[config.mk]
export PLATFORM = sky130hd
export DESIGN_NAME = bcd2bin_counter_flat
export DESIGN_NICKNAME = d
export VERILOG_FILES = /design/src/rtl/bcd2bin_counter_if.sv /design/src/rtl/bcd2bin_counter.sv /design/src/flat_wrapper.sv
export SDC_FILE = /design/constraint.sdc
export NUM_CORES = 1
export LEC_CHECK = 0
export CORE_ASPECT_RATIO = 1.5
export CORE_MARGIN = 2
export CORE_UTILIZATION = 30
export CTS_BUF_LIST = sky130_fd_sc_hd__clkbuf_16
export CTS_CLUSTER_SIZE = 10
export DETAILED_ROUTE_END_ITERATION = 6
export GPL_TIMING_DRIVEN = 0
export MAX_ROUTING_LAYER = met4
export PLACE_DENSITY_LB_ADDON = 0.2
export SETUP_SLACK_MARGIN = 0.4
export SLEW_MARGIN = 5
export SYNTH_ARGS = -nofsm -noshare
export SYNTH_HDL_FRONTEND = slang
export SYNTH_SLANG_ARGS = --single-unit
[constraint.sdc]
create_clock -name clk -period 4.2 [get_ports clk]
set_input_delay 0.84 -clock clk [delete_from_list [all_inputs] [get_ports clk]]
set_output_delay 0.84 -clock clk [all_outputs]
set_load 0.1 [all_outputs]
[src/rtl/bcd2bin_counter_if.sv]
// rtl/bcd2bin_counter_if.sv - board I/O bundle for the BCD-to-binary counting converter
interface bcd2bin_counter_if;
    logic       button1;
    logic [7:0] switch1;
    logic [7:0] ledG;
    logic [7:0] ledR1;
    logic [6:0] hex4;
    logic [6:0] hex5;
    logic [6:0] hex6;
    logic [6:0] hex7;
    logic       ledG8;

    modport master (
        output button1, switch1,
        input  ledG, ledR1, hex4, hex5, hex6, hex7, ledG8
    );

    modport slave (
        input  button1, switch1,
        output ledG, ledR1, hex4, hex5, hex6, hex7, ledG8
    );
endinterface

[src/rtl/bcd2bin_counter.sv]
// rtl/bcd2bin_counter.sv - converts a two-digit BCD operand to binary by counting it down to 00
module bcd2bin_counter #(
    parameter int unsigned TICK_DIV = 1
) (
    input  logic              clk,
    input  logic              button0,
    bcd2bin_counter_if.slave  bus
);
    typedef enum logic [1:0] {IDLE, RUN, DONE, ERR} state_t;

    localparam logic [15:0] PRESC_MAX = 16'(TICK_DIV - 1);

    state_t      state_q, state_d;
    logic        key_r_q, key_rr_q;
    logic [7:0]  ledg_q, ledg_d;
    logic [7:0]  ledr_q, ledr_d;
    logic [3:0]  tens_q, tens_d;
    logic [3:0]  units_q, units_d;
    logic [15:0] presc_q, presc_d;
    logic        err_q, err_d;

    logic push;
    logic step;
    logic rem_zero;
    logic operand_bad;

    function automatic logic [6:0] seg7(input logic [3:0] v);
        case (v)
            4'h0: seg7 = 7'b1000000;
            4'h1: seg7 = 7'b1111001;
            4'h2: seg7 = 7'b0100100;
            4'h3: seg7 = 7'b0110000;
            4'h4: seg7 = 7'b0011001;
            4'h5: seg7 = 7'b0010010;
            4'h6: seg7 = 7'b0000010;
            4'h7: seg7 = 7'b1111000;
            4'h8: seg7 = 7'b0000000;
            4'h9: seg7 = 7'b0010000;
            4'hA: seg7 = 7'b0001000;
            4'hB: seg7 = 7'b0000011;
            4'hC: seg7 = 7'b1000110;
            4'hD: seg7 = 7'b0100001;
            4'hE: seg7 = 7'b0000110;
            4'hF: seg7 = 7'b0001110;
            default: seg7 = 7'b0111111;
        endcase
    endfunction

    // Falling edge of the synchronised key; the flops idle high so reset release is not a push.
    assign push        = key_rr_q & ~key_r_q;
    assign step        = (state_q == RUN) && (presc_q == PRESC_MAX);
    assign rem_zero    = (tens_q == 4'd0) && (units_q == 4'd0);
    assign operand_bad = (bus.switch1[7:4] > 4'd9) || (bus.switch1[3:0] > 4'd9);

    always_ff @(posedge clk or negedge button0) begin
        if (!button0) begin
            state_q <= IDLE;
        end else begin
            state_q <= state_d;
        end
    end

    always_comb begin
        state_d = state_q;
        if (push) begin
            state_d = operand_bad ? ERR : RUN;
        end else if (step && rem_zero) begin
            state_d = DONE;
        end
    end

    always_ff @(posedge clk or negedge button0) begin
        if (!button0) begin
            key_r_q  <= 1'b1;
            key_rr_q <= 1'b1;
            ledg_q   <= 8'd0;
            ledr_q   <= 8'd0;
            tens_q   <= 4'd0;
            units_q  <= 4'd0;
            presc_q  <= 16'd0;
            err_q    <= 1'b0;
        end else begin
            key_r_q  <= bus.button1;
            key_rr_q <= key_r_q;
            ledg_q   <= ledg_d;
            ledr_q   <= ledr_d;
            tens_q   <= tens_d;
            units_q  <= units_d;
            presc_q  <= presc_d;
            err_q    <= err_d;
        end
    end

    always_comb begin
        ledg_d  = ledg_q;
        ledr_d  = ledr_q;
        tens_d  = tens_q;
        units_d = units_q;
        presc_d = presc_q;
        err_d   = err_q;
        if (push) begin
            ledr_d  = bus.switch1;
            presc_d = 16'd0;
            ledg_d  = 8'd0;
            err_d   = operand_bad;
            if (operand_bad) begin
                tens_d  = 4'd0;
                units_d = 4'd0;
            end else begin
                tens_d  = bus.switch1[7:4];
                units_d = bus.switch1[3:0];
            end
        end else if (state_q == RUN) begin
            if (step) begin
                presc_d = 16'd0;
                if (!rem_zero) begin
                    ledg_d = ledg_q + 8'd1;
                    if (units_q == 4'd0) begin
                        units_d = 4'd9;
                        tens_d  = tens_q - 4'd1;
                    end else begin
                        units_d = units_q - 4'd1;
                    end
                end
            end else begin
                presc_d = presc_q + 16'd1;
            end
        end
    end

    assign bus.ledG  = ledg_q;
    assign bus.ledR1 = ledr_q;
    assign bus.ledG8 = err_q;
    assign bus.hex4  = seg7(ledg_q[3:0]);
    assign bus.hex5  = seg7(ledg_q[7:4]);
    assign bus.hex6  = seg7(units_q);
    assign bus.hex7  = seg7(tens_q);
endmodule

[src/flat_wrapper.sv]
// flat-port wrapper written by rule: the top's interface ports become plain ports
module bcd2bin_counter_flat 
#(
    parameter int unsigned TICK_DIV = 1
)
  (clk, button0, bus_button1, bus_switch1, bus_ledG, bus_ledR1, bus_hex4, bus_hex5, bus_hex6, bus_hex7, bus_ledG8);
  bcd2bin_counter_if bus_i ();
  input  logic clk;
  input  logic button0;
  input wire logic [$bits(bus_i.button1)-1:0] bus_button1;
  input wire logic [$bits(bus_i.switch1)-1:0] bus_switch1;
  output wire logic [$bits(bus_i.ledG)-1:0] bus_ledG;
  output wire logic [$bits(bus_i.ledR1)-1:0] bus_ledR1;
  output wire logic [$bits(bus_i.hex4)-1:0] bus_hex4;
  output wire logic [$bits(bus_i.hex5)-1:0] bus_hex5;
  output wire logic [$bits(bus_i.hex6)-1:0] bus_hex6;
  output wire logic [$bits(bus_i.hex7)-1:0] bus_hex7;
  output wire logic [$bits(bus_i.ledG8)-1:0] bus_ledG8;
  assign bus_i.button1 = bus_button1;
  assign bus_i.switch1 = bus_switch1;
  assign bus_ledG = bus_i.ledG;
  assign bus_ledR1 = bus_i.ledR1;
  assign bus_hex4 = bus_i.hex4;
  assign bus_hex5 = bus_i.hex5;
  assign bus_hex6 = bus_i.hex6;
  assign bus_hex7 = bus_i.hex7;
  assign bus_ledG8 = bus_i.ledG8;
  bcd2bin_counter #(.TICK_DIV(TICK_DIV)) u_core (.clk(clk), .button0(button0), .bus(bus_i));
endmodule
After elaboration in Yosys (flattened, before gate mapping)
Memory sizes are Yosys's and may differ from the RTL's.
Cells that the tools add are included.
Widths: inputs -> output; s select.
{"block": "classes", "n_addsub": 4, "mul": 0, "n_div": 0, "order_cmp": 2, "n_eq_ne": 2, "shift": 0, "muxes": 22, "n_bitwise": 2, "reduce_logical": 13}
{"op": "$mux 16", "count": 3}
{"op": "$mux 4", "count": 12}
{"op": "$mux 8", "count": 4}
{"op": "$add 16x1->16 const B", "count": 1}
{"op": "$logic_not 16->1", "count": 1}
{"op": "$add 8x1->8 const B", "count": 1}
{"op": "$gt 4x4->1 const B", "count": 2}
{"op": "$logic_not 4->1", "count": 2}
{"op": "$reduce_bool 2->1", "count": 4}
{"op": "$sub 4x1->4 const B", "count": 2}
{"op": "$mux 2", "count": 3}
{"op": "$reduce_and 4->1", "count": 1}
{"op": "$logic_and 1x1->1", "count": 3}
{"op": "$reduce_and 3->1", "count": 1}
{"op": "$eq 2x1->1 const B", "count": 1}
{"op": "$ne 2x1->1 const B", "count": 1}
{"op": "$and 1x1->1", "count": 1}
{"op": "$logic_or 1x1->1", "count": 1}
{"op": "$not 1->1", "count": 1}
{"block": "word_totals", "regBits": 45, "latch_bits": 0, "mem_bits_rw": 0, "mem_bits_ro": 448, "in_bits": 11, "output_inout_bits": 45, "elab_cells": 58, "n_memories": 4}
{"name": "(no name shown)", "words": 16, "width": 7, "rd": 1, "rd_ports_with_merged_regs": 0, "wr": 0, "line_no": "bcd2bin_counter.sv:28", "source": "case (v)"}
{"name": "(no name shown)", "words": 16, "width": 7, "rd": 1, "rd_ports_with_merged_regs": 0, "wr": 0, "line_no": "bcd2bin_counter.sv:28"}
{"name": "(no name shown)", "words": 16, "width": 7, "rd": 1, "rd_ports_with_merged_regs": 0, "wr": 0, "line_no": "bcd2bin_counter.sv:28"}
{"name": "(no name shown)", "words": 16, "width": 7, "rd": 1, "rd_ports_with_merged_regs": 0, "wr": 0, "line_no": "bcd2bin_counter.sv:28"}

Longest topological paths before layout
{"block": "depth", "ltp_word": 6, "depth_mapped": 8, "mapped_depth_nobuf": 7}

Worst setup path before layout
OpenSTA, ideal clock, no wires.
{"block": "synth_timing", "kind": "reg2out", "from": "register u_core.ledg_q[4] (netlist: u_core.bus.ledG[4])", "to": "output port bus_hex5[1]", "t_arrival_ps": 3849, "setup_slack_ps": -489, "path_stages_with_launch": 5, "n_path_buf": 0, "path_cell_list": "dfrtp_1 -> inv_1 -> ha_1 -> mux2i_1 -> o21ai_0"}
{"block": "synth_between", "elab_chain_len": 1}
{"item": "from (decl)", "line_no": "bcd2bin_counter.sv:15", "source": "logic [7:0] ledg_q, ledg_d;"}
{"item": "from (signal assigned)", "line_no": "bcd2bin_counter.sv:85", "source": "ledg_q <= ledg_d;"}
{"item": "$mem_v2 16x7"}
{"item": "to (decl)", "line_no": "flat_wrapper.sv:15", "source": "output wire logic [$bits(bus_i.hex5)-1:0] bus_hex5;"}
No other way between the ends.

Final worst setup path
{"block": "layout_timing", "from": "register u_core.ledg_q[2] (netlist: u_core.bus.ledG[2])", "to": "output port bus_hex4[0]"}
{"block": "layout_between", "elab_chain_len": 1}
{"item": "$mem_v2 16x7"}
{"item": "to (decl)", "line_no": "flat_wrapper.sv:14", "source": "output wire logic [$bits(bus_i.hex4)-1:0] bus_hex4;"}
No other way between the ends.

==> results.json <==
{
  "tns_ps": 0,
  "grt_pass1_wl_um": 13600,
  "path_clk_slew_ps": 60,
  "antenna_found_initial": 0,
  "p_sw_share_pct": 57.5,
  "yosysSeqAreaShare_pct": 35.1,
  "synth_edf_count": 0,
  "maxCapViolations": 0,
  "crit_top_cell": "clkbuf_1",
  "final-setup-viol-count": 0,
  "core_um2": 10500,
  "synth_cells": 373,
  "viasPerCell": 4.92,
  "critical_path.cell_chain": "clkbuf_1 -> clkbuf_1 -> mux2i_1 -> a21oi_1 -> clkdlybuf4s50_1",
  "hold_class": "register to register",
  "drv_slew": 0,
  "clk_latency_ps": 290,
  "slowest_delay_ps": 1160,
  "tritoncts": "done",
  "syn_area_um2": 3210,
  "worst-path-buf-inv": 3,
  "post-cts-setup-buffer-count": 0,
  "cts_sinks": 45,
  "layout-drive-gt1-share_pct": 9.84,
  "crit_type": "register to primary output",
  "syn-num-nets": 410,
  "cp.arrival_ps": 2790,
  "detailroute.via_count": 2856,
  "worst_setup_path_end_kind": "primary output",
  "layout_commonest_cell": "nand2_1",
  "drt_iter0_markers": 120,
  "die_h_um": 131,
  "slew_headroom_pct": 33.4,
  "overflow": 0,
  "grt_max_degree": 36,
  "clockRootBuffer": "clkbuf_16",
  "synth_area_per_cell_um2": 8.62,
  "p_int_w": 0.00145,
  "drc": 0,
  "clk_path_buf_depth": 2,
  "crit_slowest_cell": "clkdlybuf4s50_1",
  "io_pins": 56,
  "track_usage_pct": 15.2,
  "routed_wl_um": 8080,
  "antenna_cells": 0,
  "nFillCells": 1080,
  "postSynth.asyncResetShare_pct": 100,
  "start_util_pct": 30.5,
  "fp-row-count": 46,
  "wl_per_cell_um": 13.9,
  "p_leak_nw": 1.76,
  "numCtsBuffers": 5,
  "cp_max_fo": 10,
  "post-route-min-period_ps": 3630,
  "drtPass1Iterations": 4,
  "fmax_ghz": 0.275,
  "rsz0062_at_grt": "false",
  "ys_ff_latch": 45,
  "yosys_warnings": 0,
  "seqPwrFrac_pct": 17.9,
  "io_buffers": 55,
  "nNetsFinal": 473,
  "post-route-period-util_pct": 86.5,
  "cts.htree.levels": 2,
  "p_total_w": 0.00341,
  "ys_types": 55,
  "dpl.hpwl_um": 6200,
  "clkPwrFrac_pct": 14.9,
  "outcome": "complete, no violations",
  "hold_violations": 0,
  "grt_pass1_vias": 2761,
  "worst_slew_pin_slew_ps": 995,
  "cp_top_family": "buffers and inverters",
  "ir_drop_mv": 0.706,
  "place.gp.congestion": 0.841,
  "yosys_most_used_dff": "dfrtp_1",
  "cp_data_required_time_ps": 3360,
  "area_growth_pct": 31.0,
  "p_per_area_nw_per_um2": 809,
  "p_comb_share_pct": 67.2,
  "final_cell_mix": "nand2_1, clkdlybuf4s50_1, dfrtp_1",
  "die_area_um2": 11600,
  "die_w_um": 88.5,
  "skew_ps": 8.69,
  "start_kind": "register",
  "power.net_switching_w": 0.00196,
  "final_antenna_net_count": 0
}
==> stage by stage <==
stage | utilization, % | setup WS [ps] | std cells | instance area, µm² | hold WS [ps]
finish | 40.0 | 567 | 581 | 4210 | 389
global route | 40.0 | 408 | 581 | 4210 | 397
CTS | 39.9 | 504 | 581 | 4210 | 391
detailed placement | 38.1 | 816 | 573 | 4020 | 379
global placement | 38.0 | 830 | 572 | 4000 | 374
floorplan | - | 264 | 373 | 3270 | 356
==> power groups by stage <==
stage,registers (W),clock network [W],logic (W)
floorplan,0.000736,0,0.00168
global placement,0.000616,0,0.00229
detailed placement,0.000618,0,0.00230
CTS,0.000612,0.000521,0.00230
global route,0.000633,0.000541,0.00242
finish,0.000611,0.000507,0.00229
==> repair_timing <==
action | CTS | global route
hold buffers | 0 | 0
setup endpoints to repair | 0 | 2
gates resized for setup | 0 | 2
==> layout make-up <==
type,count,area (µm²),area share [%]
timing repair buffer,56,571,13.5
sequential,45,1130,26.8
clock inverter,3,65.1,1.54
multi-input combinational,290,1980,47.0
buffer,19,92.6,2.20
inverter,19,71.3,1.69
clock buffer,5,125,2.97
tap,144,180,4.28
==> state kept, by name, summed over array words and instances, names as in the netlist <==
register / cells
u_core.bus.ledG: 8
u_core.bus.ledG8: 1
u_core.bus.ledR1: 8
u_core.key_r_q: 1
u_core.key_rr_q: 1
u_core.presc_q: 16
u_core.state_q: 2
u_core.tens_q: 4
u_core.units_q: 4
==> worst register-to-register path, delay by kind of cell, from the launching register on <==
kind	cells	cell delay, ps
simple gates	2	750
mux	1	240
buf+inv	1	170
fa+ha+maj	1	300
flops	1	480
compound gates	2	340
==> layer usage <==
| metal | up-vias | routed length (µm) | share of wire, % | global-route usage, % |
|---|---|---|---|---|
| li1 | 1426 | - | - | - |
| met1 | 1367 | 3460 | 43 | 18.4 |
| met2 | 53 | 4280 | 53 | 26.3 |
| met3 | 10 | 204 | 2.5 | 1.88 |
| met4 | 0 | 136 | 1.7 | 4.63 |
| met5 | - | 0 | 0 | - |
==> logic make-up after synthesis <==
kind of cell	share of synthesized area (%)
fa+ha+maj	10.1
xor+xnor	5.72
compound gates	13.3
buf+inv	5.10
flops	35.1
mux	4.83
simple gates	25.8
==> cell usage after synthesis (2+ instances only) <==
library cell	count	share of area [%]
nor2_1	37	4.3
or2_2	2	0.39
nand3_1	14	2.2
a31oi_1	3	0.58
o22ai_1	9	1.8
xnor2_1	10	2.7
nand2_1	55	6.4
a22o_1	2	0.55
nor4_1	7	1.4
nor3_1	5	0.78
o211ai_1	2	0.47
buf_2	2	0.31
o21ai_0	19	3.0
nand2b_1	5	0.97
a21o_1	2	0.47
ha_1	26	10
inv_1	19	2.2
clkbuf_1	11	1.3
dfrtp_1	43	33
dfstp_2	2	1.6
nor4b_1	2	0.55
and4_1	2	0.55
a21oi_1	17	2.6
nand4_1	7	1.4
o31ai_1	4	0.93
nor3b_1	2	0.47
a211oi_1	4	0.93
buf_1	2	0.23
xor2_1	11	3.0
nand3b_1	3	0.70
and3_2	2	0.47
mux2i_1	11	3.4
nor2b_1	7	1.4
and2b_2	2	0.55
mux4_2	2	1.4
==> final timing paths <==
check / from / slack (ps) / endpoint / cells after the start
worst max-delay path: u_core.bus.ledG[2] / 570 / bus_hex4[0] / 5
worst min-delay path: u_core.key_r_q / 390 / u_core.key_rr_q / 0
worst max register to register: u_core.units_q[0] / 1760 / u_core.tens_q[1] / 7
worst min register to register: u_core.key_r_q / 390 / u_core.key_rr_q / 0
max in group asynchronous: button0 / 3240 / u_core.key_r_q / 2
min in group asynchronous: button0 / 420 / u_core.bus.ledR1[0] / 1
No activity file was read; power rests on OpenSTA's default activity.
